### src/rtl/micro_sequencer.sv
// micro_sequencer: microprogrammed controller that issues the 16-bit control
// word for the register-file/ALU/shifter datapath. Holds a writable
// microprogram store, steps a micro-PC, branches on registered datapath flags
// and aborts runaway programs through a step-count watchdog.
//
// state | meaning
// ------+-------------------------------------------------------------
// IDLE  | waiting for start; microprogram writes accepted; ctrl = NOP
// RUN   | one micro-instruction per cycle, ctrl = mem[upc].ctrl
// DONE  | single-cycle completion pulse (HALT or watchdog abort)
module micro_sequencer #(
    parameter int ADDR_W    = 4,
    parameter int STEP_W    = 8,
    parameter int MAX_STEPS = 255
) (
    input  logic                clk,
    input  logic                reset,
    input  logic                start,
    input  logic [ADDR_W-1:0]   start_addr,
    input  logic                prog_we,
    input  logic [ADDR_W-1:0]   prog_addr,
    input  logic [20+ADDR_W:0]  prog_data,
    input  logic [3:0]          state_bits,
    output logic [15:0]         ctrl_word,
    output logic                busy,
    output logic                done,
    output logic                error,
    output logic [ADDR_W-1:0]   upc
);

    localparam int IW    = 21 + ADDR_W;
    localparam int DEPTH = 1 << ADDR_W;

    localparam logic [1:0] S_IDLE = 2'd0;
    localparam logic [1:0] S_RUN  = 2'd1;
    localparam logic [1:0] S_DONE = 2'd2;

    localparam logic [1:0] SEQ_NEXT   = 2'd0;
    localparam logic [1:0] SEQ_JUMP   = 2'd1;
    localparam logic [1:0] SEQ_BRANCH = 2'd2;
    localparam logic [1:0] SEQ_HALT   = 2'd3;

    localparam logic [STEP_W-1:0] STEP_LAST = STEP_W'(MAX_STEPS - 1);

    logic [IW-1:0]     mem [0:DEPTH-1];
    logic [1:0]        state, state_nx;
    logic [ADDR_W-1:0] upc_nx, upc_inc;
    logic [STEP_W-1:0] step, step_nx;
    logic              error_nx;

    logic [IW-1:0]     instr;
    logic [15:0]       i_ctrl;
    logic [1:0]        i_seq;
    logic [1:0]        i_cond;
    logic              i_inv;
    logic [ADDR_W-1:0] i_target;
    logic              take;

    // Microprogram store: writes only while idle so a running program is never altered
    always_ff @(posedge clk) begin
        if (prog_we && state == S_IDLE)
            mem[prog_addr] <= prog_data;
    end

    // Asynchronous fetch and field decode of the current micro-instruction
    always_comb begin
        instr    = mem[upc];
        i_ctrl   = instr[15:0];
        i_seq    = instr[17:16];
        i_cond   = instr[19:18];
        i_inv    = instr[20];
        i_target = instr[IW-1:21];
        upc_inc  = upc + 1'b1;
        take     = state_bits[i_cond] ^ i_inv;
    end

    // Next-state, micro-PC, watchdog and error logic
    always_comb begin
        state_nx = state;
        upc_nx   = upc;
        step_nx  = step;
        error_nx = error;
        case (state)
            S_IDLE: begin
                if (start) begin
                    state_nx = S_RUN;
                    upc_nx   = start_addr;
                    step_nx  = '0;
                    error_nx = 1'b0;
                end
            end
            S_RUN: begin
                step_nx = step + 1'b1;
                case (i_seq)
                    SEQ_NEXT:   upc_nx = upc_inc;
                    SEQ_JUMP:   upc_nx = i_target;
                    SEQ_BRANCH: upc_nx = take ? i_target : upc_inc;
                    default:    state_nx = S_DONE;
                endcase
                // Watchdog abort: the last permitted cycle did not halt
                if (i_seq != SEQ_HALT && step == STEP_LAST) begin
                    state_nx = S_DONE;
                    upc_nx   = upc;
                    error_nx = 1'b1;
                end
            end
            S_DONE:  state_nx = S_IDLE;
            default: state_nx = S_IDLE;
        endcase
    end

    // Sequencer registers with synchronous reset
    always_ff @(posedge clk) begin
        if (reset) begin
            state <= S_IDLE;
            upc   <= '0;
            step  <= '0;
            error <= 1'b0;
        end else begin
            state <= state_nx;
            upc   <= upc_nx;
            step  <= step_nx;
            error <= error_nx;
        end
    end

    // Outputs decoded from state; ctrl is a NOP outside RUN
    always_comb begin
        busy      = (state == S_RUN);
        done      = (state == S_DONE);
        ctrl_word = (state == S_RUN) ? i_ctrl : 16'h0000;
    end

endmodule

### config.mk
export PLATFORM = sky130hd
export DESIGN_NAME = micro_sequencer
export DESIGN_NICKNAME = d
export VERILOG_FILES = /design/src/rtl/micro_sequencer.sv
export SDC_FILE = /design/constraint.sdc
export NUM_CORES = 1
export LEC_CHECK = 0
export CORE_MARGIN = 2
export CORE_UTILIZATION = 45
export CTS_BUF_LIST = sky130_fd_sc_hd__clkbuf_8
export CTS_CLUSTER_SIZE = 24
export DETAILED_ROUTE_END_ITERATION = 12
export SLEW_MARGIN = 10
export SYNTH_ARGS = -nofsm -noshare
export SYNTH_HDL_FRONTEND = slang
export SYNTH_SLANG_ARGS = --single-unit
### constraint.sdc
create_clock -name clk -period 5 [get_ports clk]
set_clock_uncertainty 0.15 [all_clocks]
set_input_delay 1.5 -clock clk [delete_from_list [all_inputs] [get_ports clk]]
set_output_delay 1.5 -clock clk [all_outputs]
set_load 0.05 [all_outputs]
; ---- Yosys cells after proc, flatten, opt, wreduce, memory -nomap -nowiden
; Memories as Yosys holds them, arrays and structs flattened. A register that Yosys moved wholly into a read port is not among the register bits.
; Index checks and enable logic that the tools add are counted.
[classes]
order_cmp = 1
n_addsub = 2
reduce_logical = 10
mux = 21
bitwise_logic = 1
n_eq_ne = 11
[ops]
columns = operator, count
row1 = $mux W4, 5
row2 = $mux W16, 1
row3 = $pmux W8 S2, 1
row4 = $pmux W4 S3, 1
row5 = $add A8 B1 Y8 const B, 1
row6 = $eq A8 B8 Y1 const B, 1
row7 = $mux W8, 1
row8 = $pmux W4 S2, 1
row9 = $mux W2, 3
row10 = $ne A2 B2 Y1 const B, 3
row11 = $mux W1, 5
row12 = $add A4 B1 Y4 const B, 1
row13 = $eq A2 B1 Y1 const B, 2
row14 = $eq A2 B2 Y1 const B, 2
row15 = $logic_not A2 Y1, 2
row16 = $ne A4 B1 Y1 const B, 1
row17 = $pmux W2 S2, 1
row18 = $reduce_and A2 Y1, 2
row19 = $reduce_and A4 Y1, 1
row20 = $lt A2 B3 Y1 const B, 1
row21 = $ne A3 B2 Y1 const B, 1
row22 = $reduce_and A3 Y1, 1
row23 = $reduce_or A3 Y1, 1
row24 = $bmux W1 S2, 1
row25 = other kinds (5), 6
[totals]
regBits = 15
mem_count = 1
wordCells = 51
ram_bits = 400
input_bits = 41
[mem_list]
columns = memory, words, word_bits, read_ports, rd_ports_with_merged_regs, write_ports, line
row1 = mem, 16, 25, 1, 1, 1, 45  ; logic [IW-1:0] mem [0:DEPTH-1];

; ---- Logic depth before layout (Yosys ltp)
[depth]
depth_word = 9
depth_mapped = 16
depth_no_buf = 11

; ---- Worst setup path after synthesis
; OpenSTA, ideal clock, no wires.
[synth_path]
kind = reg-to-output
from = register (tool-made name)
to = output ctrl_word[0]
path_buffers = 4
stages_incl_launch_ff = 8
arrival_ns = 2.795
path_slack_ns = 0.555
cell_sequence = dfxtp_1 > buf_6 > buf_2 > clkbuf_1 > buf_2 > mux4_2 > mux4_2 > and2_1
[synth_rtl]
columns = item, line
row1 = end: declaration, 24  ; output logic [15:0] ctrl_word,

==> results.sh <==
export IMPL_run_status="finished, final reports clean"
export IMPL_first_global_vias=8473
export IMPL_drive_above_1_share_pct=27.9
export IMPL_power_density_nw_per_um2=446
export IMPL_internal_power_uw=6160
export IMPL_yosysSeqAreaShare_pct=75.7
export IMPL_crit_buf_inv=2
export IMPL_syn_avg_cell_area_um2=21.7
export IMPL_gp_congestion=0.822
export IMPL_crit_fanout=30
export IMPL_first_pass_iters=6
export IMPL_fin_nets=939
export IMPL_num_vias=8064
export IMPL_hpwlAfterDp_mm=19.4
export IMPL_max_cap_violations=0
export IMPL_pwr_share_comb_pct=21.1
export IMPL_p_sw_uw=2370
export IMPL_die_w_um=195
export IMPL_crit_family="buffers and inverters"
export IMPL_portBuffers=63
export IMPL_ys_flop_type="edfxtp_1"
export IMPL_start_util_pct=45.8
export IMPL_holdCritPathClass="reg2reg"
export IMPL_slew_headroom_pct=58.2
export IMPL_utilization_pct=53.6
export IMPL_grt_use_met3_pct=3.80
export IMPL_clk_pin_slew_ns=0.06
export IMPL_grt_met1_usage_pct=27.2
export IMPL_setup_viol=0
export IMPL_grt_pass1_wl_mm=54.0
export IMPL_worstMarginPinSlew_ns=0.610
export IMPL_wire_per_inst_um=25.8
export IMPL_antenna_found_initial=1
export IMPL_p_leak_uw=0.00607
export IMPL_grt_use_total_pct=19.6
export IMPL_worst_setup_path_start_kind="register"
export IMPL_synth_cell_types=43
export IMPL_rows=69
export IMPL_clock_latency_ns=0.58
export IMPL_crit_chain="buf_4 > mux4_2 > mux4_2 > and2_1 > clkdlybuf4s50_1"
export IMPL_drt_wl_total_mm=36.3
export IMPL_vias_per_cell=5.74
export IMPL_overflow=0
export IMPL_htree_levels=3
export IMPL_async_flop_share_pct=0
export IMPL_final_cells=1405
export IMPL_cts_root_buf="clkbuf_8"
export IMPL_grt_use_met2_pct=31.7
export IMPL_hold_depth=2
export IMPL_slowest_delay_ns=0.69
export IMPL_dpl_cell_count=1280
export IMPL_crit_top_cell="mux4_2"
export IMPL_sw_frac_of_total_pct=27.7
export IMPL_required_ns=3.35
export IMPL_core_area_um2=35700
export IMPL_clockBufferDepth=3
export IMPL_cts_setup_buffers=0
export IMPL_hold_viol=0
export IMPL_n_antenna_cell=0
export IMPL_report_final_slew_viol_count=0
export IMPL_top_usage_layer="met2"
export IMPL_rsz0062_at_grt="false"
export IMPL_first_iter_violations=528
export IMPL_numCtsBuffers=70
export IMPL_clkPwrFrac_pct=31.8
export IMPL_ys_seq_elements=419
export IMPL_cts_tree="yes"
export IMPL_syn_area_um2=16400
export IMPL_fin_crit_ns=4.85
export IMPL_syn_inst=756
export IMPL_worst_path_max_delay_cell="clkdlybuf4s50_1"
export IMPL_ir_worst_vdd_mv=0.241
export IMPL_grt_max_degree=31
export IMPL_clkSinkCount=419
export IMPL_area_delta_synth_final_pct=16.9
export IMPL_r2r_cells=13
export IMPL_fmax_mhz=206
export IMPL_setup_tns_ns=0
export IMPL_crit_path_end_kind="output port"
export IMPL_yosys_warnings=0
export IMPL_syn_nets=804
export IMPL_cp_num_cells=5
export IMPL_seq_power_share_pct=47.1
export IMPL_die_area_um2=37900
export IMPL_die_y_um=195
export IMPL_post_route_drc_count=0
export IMPL_arrival_ns=3.20
export IMPL_finalCritPeriodShare_pct=97.1
export IMPL_final_antenna_net_count=0
export IMPL_critPathKind="reg2out"
export IMPL_top_level_ports=64
export IMPL_synth_edf_count=400
## routing by layer
layer	up-vias	wire, um
met3	59	2150
met5	-	13
met2	274	17700
met1	4289	15700
met4	2	615
li1	3440	-
## cells in the final DEF (no fill, tap or decap), types with 2 or more instances in the layout
master / synthesis / final
dlygate4sd2_1: 0 / 11
a31oi_1: 2 / 2
buf_4: 0 / 24
nand4_1: 5 / 5
clkdlybuf4s50_1: 0 / 50
nand2_1: 21 / 21
a21oi_1: 11 / 11
nor2_2: 0 / 6
and2_1: 16 / 16
ha_1: 7 / 7
buf_12: 0 / 10
mux2i_1: 14 / 14
o21ai_0: 9 / 9
clkinv_2: 0 / 10
o221a_2: 2 / 2
dlymetal6s2s_1: 0 / 2
mux4_2: 117 / 117
xor2_1: 5 / 5
clkbuf_8: 0 / 71
nor3_1: 7 / 3
nand4b_1: 2 / 2
dfxtp_4: 0 / 2
edfxtp_1: 400 / 400
nor3_2: 0 / 4
clkinv_1: 0 / 22
a211oi_1: 2 / 2
inv_1: 6 / 21
nor2_4: 0 / 6
nand2b_1: 9 / 9
nand3_1: 6 / 6
o31ai_1: 2 / 2
nand3b_1: 3 / 3
dfxtp_1: 19 / 16
nor2b_1: 4 / 4
mux4_1: 2 / 2
or3_1: 3 / 3
nor2_1: 34 / 22
inv_6: 0 / 4
## area by class of cell
| class | instances | area [um2] |
|---|---|---|
| clock buffer | 71 | 977 |
| clock inverter | 54 | 273 |
| fill | 2800 | 16600 |
| inverter | 6 | 22.5 |
| multi-input combinational | 297 | 3890 |
| sequential | 419 | 12400 |
| tap | 461 | 577 |
| timing repair buffer | 97 | 1000 |
## logic make-up after synthesis
family          count (synthesis)  synth area share, %
xor+xnor                        6                0.367
fa+ha+maj                       7                0.535
flops                         419                 75.7
simple gates                  112                 3.39
mux                           134                 17.3
buf+inv                        40                 1.05
compound gates                 38                 1.65
## power groups by stage
stage | sequential, uW | combinational (uW) | clock, uW
2_1_floorplan | 4050 | 1310 | 0
3_3_place_gp | 4090 | 1800 | 0
3_5_place_dp | 4090 | 1830 | 0
4_1_cts | 4020 | 1820 | 2790
5_1_grt | 4030 | 1930 | 2930
6_report | 4020 | 1800 | 2710
## synthesized netlist by cell type, types with 2 or more instances
master / instances / area [um2]
edfxtp_1: 400 / 12000
mux4_2: 117 / 2640
nor2_1: 34 / 128
nand2_1: 21 / 78.8
clkbuf_1: 20 / 75.1
dfxtp_1: 19 / 380
and2_1: 16 / 100
mux2i_1: 14 / 140
a21oi_1: 11 / 55.1
buf_2: 11 / 55.1
nand2b_1: 9 / 56.3
o21ai_0: 9 / 45.0
ha_1: 7 / 87.6
nor3_1: 7 / 35.0
inv_1: 6 / 22.5
nand3_1: 6 / 30.0
nand4_1: 5 / 31.3
xor2_1: 5 / 43.8
nor2b_1: 4 / 25.0
nand3b_1: 3 / 22.5
or3_1: 3 / 18.8
a211oi_1: 2 / 15.0
a31oi_1: 2 / 12.5
buf_1: 2 / 7.51
mux4_1: 2 / 52.6
nand4b_1: 2 / 17.5
o221a_2: 2 / 22.5
o31ai_1: 2 / 15.0
## registers in the layout, indices dropped and copies added (netlist names), named ones only
name   count
state      2
mem      400
upc        4
step       8
error      1
## metrics by stage
| stage | area, um2 | total power (uW) | hold slack, ns | worst slack, ns |
|---|---|---|---|---|
| after floorplan | 16400 | 5360 | 0.308 | 0.555 |
| after global routing | 19100 | 8890 | 0.375 | 0.0424 |
| after CTS | 19100 | 8630 | 0.333 | 0.00238 |
| final | 19100 | 8530 | 0.333 | 0.147 |
| after global placement | 17900 | 5890 | 0.299 | 0.539 |
| after detailed placement | 17900 | 5920 | 0.317 | 0.541 |
## final timing paths
kind / start / endpoint / slack, ns
setup / recovery: register / ctrl_word[4] / 0.15
hold / removal: error / error / 0.33
setup reg to reg: register / register / 0.94
hold reg to reg: error / error / 0.33
## timing repair
action,CTS,global route
hold buffers,0,0
endpoints found under the setup margin,11,2
gates resized for setup,11,2
## worst register-to-register path, cell delays in order, from the launching register on
cell and delay, ns:
dfxtp_4 0.66, buf_4 0.30, buf_4 0.23, mux4_2 0.32, mux4_2 0.54, ha_1 0.25
nand4b_1 0.18, nor2_1 0.19, o21ai_0 0.12, nand2b_1 0.31, nand2_1 0.09, o21ai_0 0.10
nand2b_1 0.09, a31oi_1 0.38
Note: power is estimated with default switching activity, not from simulation.
